==> src/rtl/iob_mem_rd_pkg.sv <==
// Shared types and constants for the two-port memory streaming reader.
package iob_mem_rd_pkg;

    typedef enum logic [1:0] {
        IDLE,
        RUN,
        DRAIN,
        DONE
    } state_t;

    localparam int BUF_DEPTH = 2;
    localparam int PTR_W     = $clog2(BUF_DEPTH);
    localparam int OCC_W     = $clog2(BUF_DEPTH + 1);

endpackage

==> src/rtl/iob_mem_rd_buf2.sv <==
// Two-entry FIFO that holds read words until the stream consumer accepts them.
module iob_mem_rd_buf2
    import iob_mem_rd_pkg::*;
#(
    parameter int DATA_W = 8
) (
    input  logic              clk,
    input  logic              rst,
    input  logic              push,
    input  logic [DATA_W-1:0] push_data,
    input  logic              pop,
    input  logic              flush,
    output logic [DATA_W-1:0] out_data,
    output logic              out_valid,
    output logic [OCC_W-1:0]  occ
);

    logic [DATA_W-1:0] store [BUF_DEPTH];
    logic [PTR_W-1:0]  wr_ptr;
    logic [PTR_W-1:0]  rd_ptr;
    logic              push_ok;
    logic              pop_ok;

    assign out_valid = (occ != '0);
    assign out_data  = store[rd_ptr];
    assign pop_ok    = pop && (occ != '0);
    assign push_ok   = push && ((occ != OCC_W'(BUF_DEPTH)) || pop_ok);

    always_ff @(posedge clk or posedge rst) begin
        if (rst) begin
            for (int unsigned i = 0; i < BUF_DEPTH; i++) begin
                store[i] <= '0;
            end
            wr_ptr <= '0;
            rd_ptr <= '0;
            occ    <= '0;
        end else if (flush) begin
            wr_ptr <= '0;
            rd_ptr <= '0;
            occ    <= '0;
        end else begin
            if (push_ok) begin
                store[wr_ptr] <= push_data;
                wr_ptr        <= wr_ptr + PTR_W'(1);
            end
            if (pop_ok) begin
                rd_ptr <= rd_ptr + PTR_W'(1);
            end
            occ <= occ + OCC_W'(push_ok) - OCC_W'(pop_ok);
        end
    end

endmodule

==> src/rtl/iob_2p_mem_rd_stream.sv <==
// Streaming reader for a two-port memory read port; sweeps a wrapping address range.
// Optional abort input enabled by defining IOB_MEM_RD_ABORT_EN.
module iob_2p_mem_rd_stream
    import iob_mem_rd_pkg::*;
#(
    parameter int R_DATA_W = 8,
    parameter int R_ADDR_W = 4
) (
    input  logic                clk,
    input  logic                rst,
    input  logic                start,
    input  logic [R_ADDR_W-1:0] base_addr,
    input  logic [R_ADDR_W:0]   len,
    output logic                busy,
    output logic                done,
    output logic                mem_r_en,
    output logic [R_ADDR_W-1:0] mem_r_addr,
    input  logic [R_DATA_W-1:0] mem_r_data,
    output logic [R_DATA_W-1:0] out_data,
    output logic                out_valid,
    input  logic                out_ready
`ifdef IOB_MEM_RD_ABORT_EN
    ,
    input  logic                abort
`endif
);

    localparam int LVL_W = OCC_W + 1;

    state_t            state;
    state_t            state_nxt;
    logic [R_ADDR_W:0] remaining;
    logic              inflight;
    logic              issue;
    logic              pop;
    logic              abort_hit;
    logic [OCC_W-1:0]  occ;
    logic [LVL_W-1:0]  level;

`ifdef IOB_MEM_RD_ABORT_EN
    assign abort_hit = abort && ((state == RUN) || (state == DRAIN));
`else
    assign abort_hit = 1'b0;
`endif

    // Words the buffer will hold next cycle if nothing new is issued now.
    assign pop   = out_valid && out_ready;
    assign level = LVL_W'(occ) + LVL_W'(inflight) - LVL_W'(pop);

    assign busy     = (state != IDLE);
    assign done     = (state == DONE);
    assign mem_r_en = issue;

    always_comb begin
        state_nxt = state;
        issue     = 1'b0;
        case (state)
            IDLE: begin
                if (start) begin
                    state_nxt = (len == '0) ? DONE : RUN;
                end
            end
            RUN: begin
                issue = (level < LVL_W'(2)) && !abort_hit;
                if (abort_hit) begin
                    state_nxt = DONE;
                end else if (issue && (remaining == (R_ADDR_W + 1)'(1))) begin
                    state_nxt = DRAIN;
                end
            end
            DRAIN: begin
                if (abort_hit || (level == '0)) begin
                    state_nxt = DONE;
                end
            end
            DONE: begin
                state_nxt = IDLE;
            end
            default: begin
                state_nxt = IDLE;
            end
        endcase
    end

    always_ff @(posedge clk or posedge rst) begin
        if (rst) begin
            state      <= IDLE;
            mem_r_addr <= '0;
            remaining  <= '0;
            inflight   <= 1'b0;
        end else begin
            state    <= state_nxt;
            inflight <= issue;
            if ((state == IDLE) && start && (len != '0)) begin
                mem_r_addr <= base_addr;
                remaining  <= len;
            end else if (issue) begin
                mem_r_addr <= mem_r_addr + R_ADDR_W'(1);
                remaining  <= remaining - (R_ADDR_W + 1)'(1);
            end
        end
    end

    iob_mem_rd_buf2 #(
        .DATA_W(R_DATA_W)
    ) u_buf (
        .clk      (clk),
        .rst      (rst),
        .push     (inflight && !abort_hit),
        .push_data(mem_r_data),
        .pop      (pop),
        .flush    (abort_hit),
        .out_data (out_data),
        .out_valid(out_valid),
        .occ      (occ)
    );

endmodule

==> config.mk <==
export PLATFORM = sky130hd
export DESIGN_NAME = iob_2p_mem_rd_stream
export DESIGN_NICKNAME = d
export VERILOG_FILES = /design/src/rtl/iob_mem_rd_pkg.sv /design/src/rtl/iob_mem_rd_buf2.sv /design/src/rtl/iob_2p_mem_rd_stream.sv
export SDC_FILE = /design/constraint.sdc
export NUM_CORES = 1
export LEC_CHECK = 0
export BUFFER_PORTS_ARGS = -buffer_cell sky130_fd_sc_hd__buf_2
export CAP_MARGIN = 20
export CORE_UTILIZATION = 50
export DETAILED_ROUTE_END_ITERATION = 8
export PLACE_DENSITY = 0.84
export SYNTH_ARGS = -nofsm -noshare
export SYNTH_HDL_FRONTEND = slang
export SYNTH_HIERARCHICAL = 1
export SYNTH_SLANG_ARGS = --single-unit
==> constraint.sdc <==
create_clock -name clk -period 3.95 [get_ports clk]
set_input_delay 0.79 -clock clk [delete_from_list [all_inputs] [get_ports clk]]
set_output_delay 0.79 -clock clk [all_outputs]
set_load 0.03 [all_outputs]
Word-level counts from Yosys, hierarchy flattened:

Cells that the tools add are included.

* output and inout port bits: 16
* register bits after elaboration: 32
* word-level logic and storage cells: 63
* bits of input ports: 21

* reductions and logical operators: 16
* add/subtract/negate cells: 8
* order comparisons: 4
* equality and inequality tests: 8
* bitwise logic cells: 2
* multiplexer cells: 16

Operator list (number)
* 8-bit two-way mux: 4
* 16-bit bitwise mux: 1
* 5-bit two-way mux: 2
* 8-bit demux with 1-bit select: 1
* 2-bit two-way mux: 4
* 4-bit two-way mux: 2
* 2-bit != test, second input constant: 4
* 2-bit case mux with 4 select lines: 1
* 1-bit logical AND: 7
* 2-bit nonzero test: 3
* 5-bit by 1-bit equality test with 1-bit output, second input constant: 1
* 5-bit logical NOT: 1
* 5-bit nonzero test: 1
* 5-bit by 1-bit subtractor with 5-bit output, second input constant: 1
* 4-bit by 1-bit adder with 4-bit output, second input constant: 1
* 2-bit equality test, second input constant: 2
* 2-bit >= comparator, second input constant: 2
* 1-bit inverter with 2-bit output: 2
* 2-bit by 1-bit adder with 3-bit output: 1
* 3-bit logical NOT: 1
* 3-bit by 2-bit < comparator with 1-bit output, second input constant: 1
* 3-bit AND reduction: 1
* 3-bit by 1-bit subtractor with 3-bit output: 1
* 1-bit adder, second input constant: 2
* 7 further kinds: 7

Logic depth before layout (Yosys ltp):

* word-level depth: 7
* depth in mapped cells: 10
* depth with buffers taken out: 10

Cells and area by module:

The synthesis kept the hierarchy.

By module, submodules not included
* iob_mem_rd_buf2: instances 1, seq. area each 500.5 um^2, cells an instance 66, area each 958.4 um^2
* iob_2p_mem_rd_stream: instances 1, seq. area each 300.3 um^2, cells an instance 84, area each 884.6 um^2

Worst setup path before layout:

OpenSTA, ideal clock, no wires.

* path type: register -> output
* start: reg u_buf.occ[1]
* end: out mem_r_en
* path buffers: 1
* data required time: 3.160 ns
* data arrival time: 2.673 ns
* cell stages (with the launch flop): 9
* slack: 0.487 ns
* path through: dfrtp_1 > or2_2 > and2_1 > ha_1 > inv_1 > ha_1 > fa_1 > clkbuf_1 > nor3b_4

* longest elaborated chain between the ends: 5
* elaborated cells on any way between the ends: 6
* classes of those cells: add/sub (2); order compare (1); mux (1); reduce/logical (2)

RTL lines
* from (decl): line iob_mem_rd_buf2.sv:15 `output logic [OCC_W-1:0] occ`
* from (signal assigned): line iob_mem_rd_buf2.sv:49 `occ <= occ + OCC_W'(push_ok) - OCC_W'(pop_ok);`
* 2-bit nonzero test: line iob_mem_rd_buf2.sv:24 `assign out_valid = (occ != '0);`
* net out_valid: line iob_2p_mem_rd_stream.sv:20 `output logic out_valid,`
* 1-bit logical AND: line iob_2p_mem_rd_stream.sv:47 `assign pop = out_valid && out_ready;`
* net pop: line iob_2p_mem_rd_stream.sv:35 `logic pop;`
* 3-bit by 1-bit subtractor with 3-bit output: line iob_2p_mem_rd_stream.sv:48 `assign level = LVL_W'(occ) + LVL_W'(inflight) - LVL_W'(pop);`
* 3-bit by 2-bit < comparator with 1-bit output: line iob_2p_mem_rd_stream.sv:64 `issue = (level < LVL_W'(2)) && !abort_hit;`
* 1-bit two-way mux: line iob_2p_mem_rd_stream.sv:57 `case (state)`
* to (decl): line iob_2p_mem_rd_stream.sv:16 `output logic mem_r_en,`

The timed path passes the listed nets, and every way through them passes these cells.

Final worst setup path:

* start: reg u_buf.occ[1]
* end: out mem_r_en

* longest elaborated chain between the ends: 5
* elaborated cells on any way between the ends: 6
* classes of those cells: add/sub (2); order compare (1); mux (1); reduce/logical (2)

RTL lines (line)
* 2-bit nonzero test: iob_mem_rd_buf2.sv:24
* 1-bit logical AND: iob_2p_mem_rd_stream.sv:47
* net pop: iob_2p_mem_rd_stream.sv:35
* 3-bit by 1-bit subtractor with 3-bit output: iob_2p_mem_rd_stream.sv:48
* 3-bit by 2-bit < comparator with 1-bit output: iob_2p_mem_rd_stream.sv:64
* 1-bit two-way mux: iob_2p_mem_rd_stream.sv:57

The timed path passes the listed nets, and every way through them passes these cells.

==> out/results.ini <==
[final_layout]
syn_to_final_growth_pct = 19.6
post-route-util_pct = 64.0
finalNetCount = 229
finalInstanceArea_sq_mm = 0.00220
drive_gt1_share_pct = 41.3
antenna_cells = 0

[route]
drc = 0
num_vias = 1211
routed_via_density = 5.00
drt-pass1-iter-count = 4
ant_nets = 0
routed_wl_microns = 3330
drtIter0Drc = 51
wl_per_cell_microns = 13.8

[outcome]
status = complete, no violations

[setup_path]
slowest_stage = dfrtp_1
rr_startpoint = u_buf/occ[1]
critPathLaunchType = flip-flop
cp_cell_sequence = or2_2 > and2_1 > ha_1 > inv_1 > ha_1 > fa_1 > xnor2_2 > nor3b_4 > buf_2
crit_end = mem_r_en
startpoint = u_buf/occ[1]
cp_data_required_time_ns = 3.16
regToRegSetupSlack_ns = 0.88
arrival_ns = 2.91
reg2reg_depth = 10
critPathMaxStageDelay_ns = 0.46
critPathKind = flip-flop to primary output
crit_top_cell = ha_1
end_kind = primary output
worstReg2RegEnd = mem_r_addr[3]
critPathMaxFanout = 8

[yosys]
synth_edf_count = 0
synthDistinctLibCells = 37
ys_warn_count = 6
ys_ff_latch = 32
synth.avg_cell_area_sq_um = 12.3
synth_area_sq_mm = 0.00184
synth_area_leader_cell = dfrtp_1
synth_top_area_share_pct = 43.4
postSynthCellCount = 150
synthArstFlopShare_pct = 100
synth.area.top_cells = dfrtp_1 (43%), mux2_2 (9.8%), ha_1 (8.1%), mux2_4 (6.5%), xnor2_1 (4.3%)
synth_top_cells_by_count = dfrtp_1 (32), mux2_2 (16), inv_1 (13), nor2_1 (13), ha_1 (12)
synth.most_common_cell = dfrtp_1
synth.yosys.seq_area_share_pct = 43.4
ys.flop_type = dfrtp_1

[placed_design]
io_buffers = 36
gp_congestion = 0.725
place.detailed.hpwl_microns = 2440
dpl-instance-area_sq_mm = 0.00208
dp_slack_ns = 0.501

[global_route]
grt_max_degree = 21
top_usage_layer = met2
grt_pass1_wl_microns = 5840
track_usage_pct = 19.8
grtUsageMet2_pct = 28.7
grt_overflow_total = 0
grt_util_met3_pct = 7.30
grt_util_met1_pct = 26.9
antenna_found_initial = 0
grt_pass1_vias = 1277

[run]
cap_violations = 0

[timing]
post-route-period-util_pct = 93.8
finalMaxSlewViolations = 0
finalSetupViolCount = 0
hold_viol = 0
worst_slack_ns = 0.246
fin_setup_tns_ns = 0
period_minus_slack_ns = 3.70
rsz0062_at_grt = false
slew_headroom_pct = 50.5
tightest_slew_ns = 0.742
skew_ns = 0.00529
timing.fmax_mhz = 270

[die]
start_util_pct = 53.5
dieArea_sq_mm = 0.00393
fp.dieW_microns = 62.7
core.rowCount = 21
core_sq_mm = 0.00344
die_h_microns = 62.7
num_io_pins = 37

[cts]
clockRootBuffer = clkbuf_8
cts_resized = 0
tritoncts = done
clkTransAtPathRegs_ns = 0.07
post_cts_buffers = 0
numCtsBuffers = 5
holdBufCountCts = 0
worstSkewPairLatency_ns = 0.29
h-tree-depth = 2
clockBufferDepth = 2
cts_sinks = 32

[pwr]
total_power_mw = 1.94
p_leak_nw = 1.07
cellPowerDensity_mw_per_mm2 = 879
ir_worst_vdd_v = 0.000413

[min_path]
hp-class = flip-flop to flip-flop

## how the worst min path moves through the flow
stage / slack, ns / cells past startpoint / start / end
5_1_grt: 0.52 / 1 / u_buf/store[12] / u_buf/store[12]
3_5_place_dp: 0.49 / 1 / u_buf/store[3] / u_buf/store[3]
3_3_place_gp: 0.48 / 1 / u_buf/store[10] / u_buf/store[10]
4_1_cts: 0.51 / 1 / u_buf/store[12] / u_buf/store[12]
6_report: 0.50 / 1 / u_buf/store[13] / u_buf/store[13]
2_1_floorplan: 0.48 / 1 / u_buf/store[10] / u_buf/store[10]
## logic make-up after synthesis
group | share of synthesized area (%)
flops | 43.4
mux | 19.0
compound gates | 7.20
buf+inv | 4.28
other cells | 0.203
simple gates | 11.0
xor+xnor | 5.64
fa+ha+maj | 9.23
## registers in the layout (all words and copies together), names as in the netlist
name and cells:
u_buf/rd_ptr 1, u_buf/store 16, remaining 5, state 2
u_buf/wr_ptr 1, u_buf/occ 2, inflight 1, mem_r_addr 4
## power by group
group	internal (mW)	total, mW	switching (mW)
Clock	0.222	0.342	0.120
Sequential	0.483	0.594	0.112
Combinational	0.453	1.00	0.547
## cell usage in the layout (no fill, tap or decap), types with 2 or more instances in the layout
cell	instances
nor2_1	13
nand2_1	3
nor4bb_1	2
a32o_1	2
ha_1	12
mux2i_1	5
a21oi_1	4
conb_1	6
xnor2_1	9
a21oi_2	3
nor3_1	2
mux2_2	16
mux2_4	8
buf_2	36
nor4b_1	2
dfrtp_1	32
clkbuf_8	7
inv_1	13
## routing by layer
layer	part of all wire, %	vias up
met5	0	-
met4	1.2	0
met3	4.4	5
met2	46	20
met1	48	583
li1	-	603
## final cells by class
type	instances	area, sq um
clock inverter	1	30.0
clock buffer	7	96.3
inverter	13	48.8
fill	284	1240
tap	46	57.6
timing repair buffer	37	188
multi-input combinational	106	982
sequential	32	801
## critical path, delay by kind of cell, from the launching register on
kind,cells,cell delay (ns)
xor+xnor,1,0.24
fa+ha+maj,3,0.88
buf+inv,2,0.28
flops,1,0.46
simple gates,3,0.75
## stage by stage
step	cells	hold WS [ns]
detailed placement	234	0.489
finish	242	0.504
global placement	234	0.484
CTS	242	0.509
floorplan	155	0.475
global route	242	0.520
Note: power is estimated with default switching activity, not from simulation.
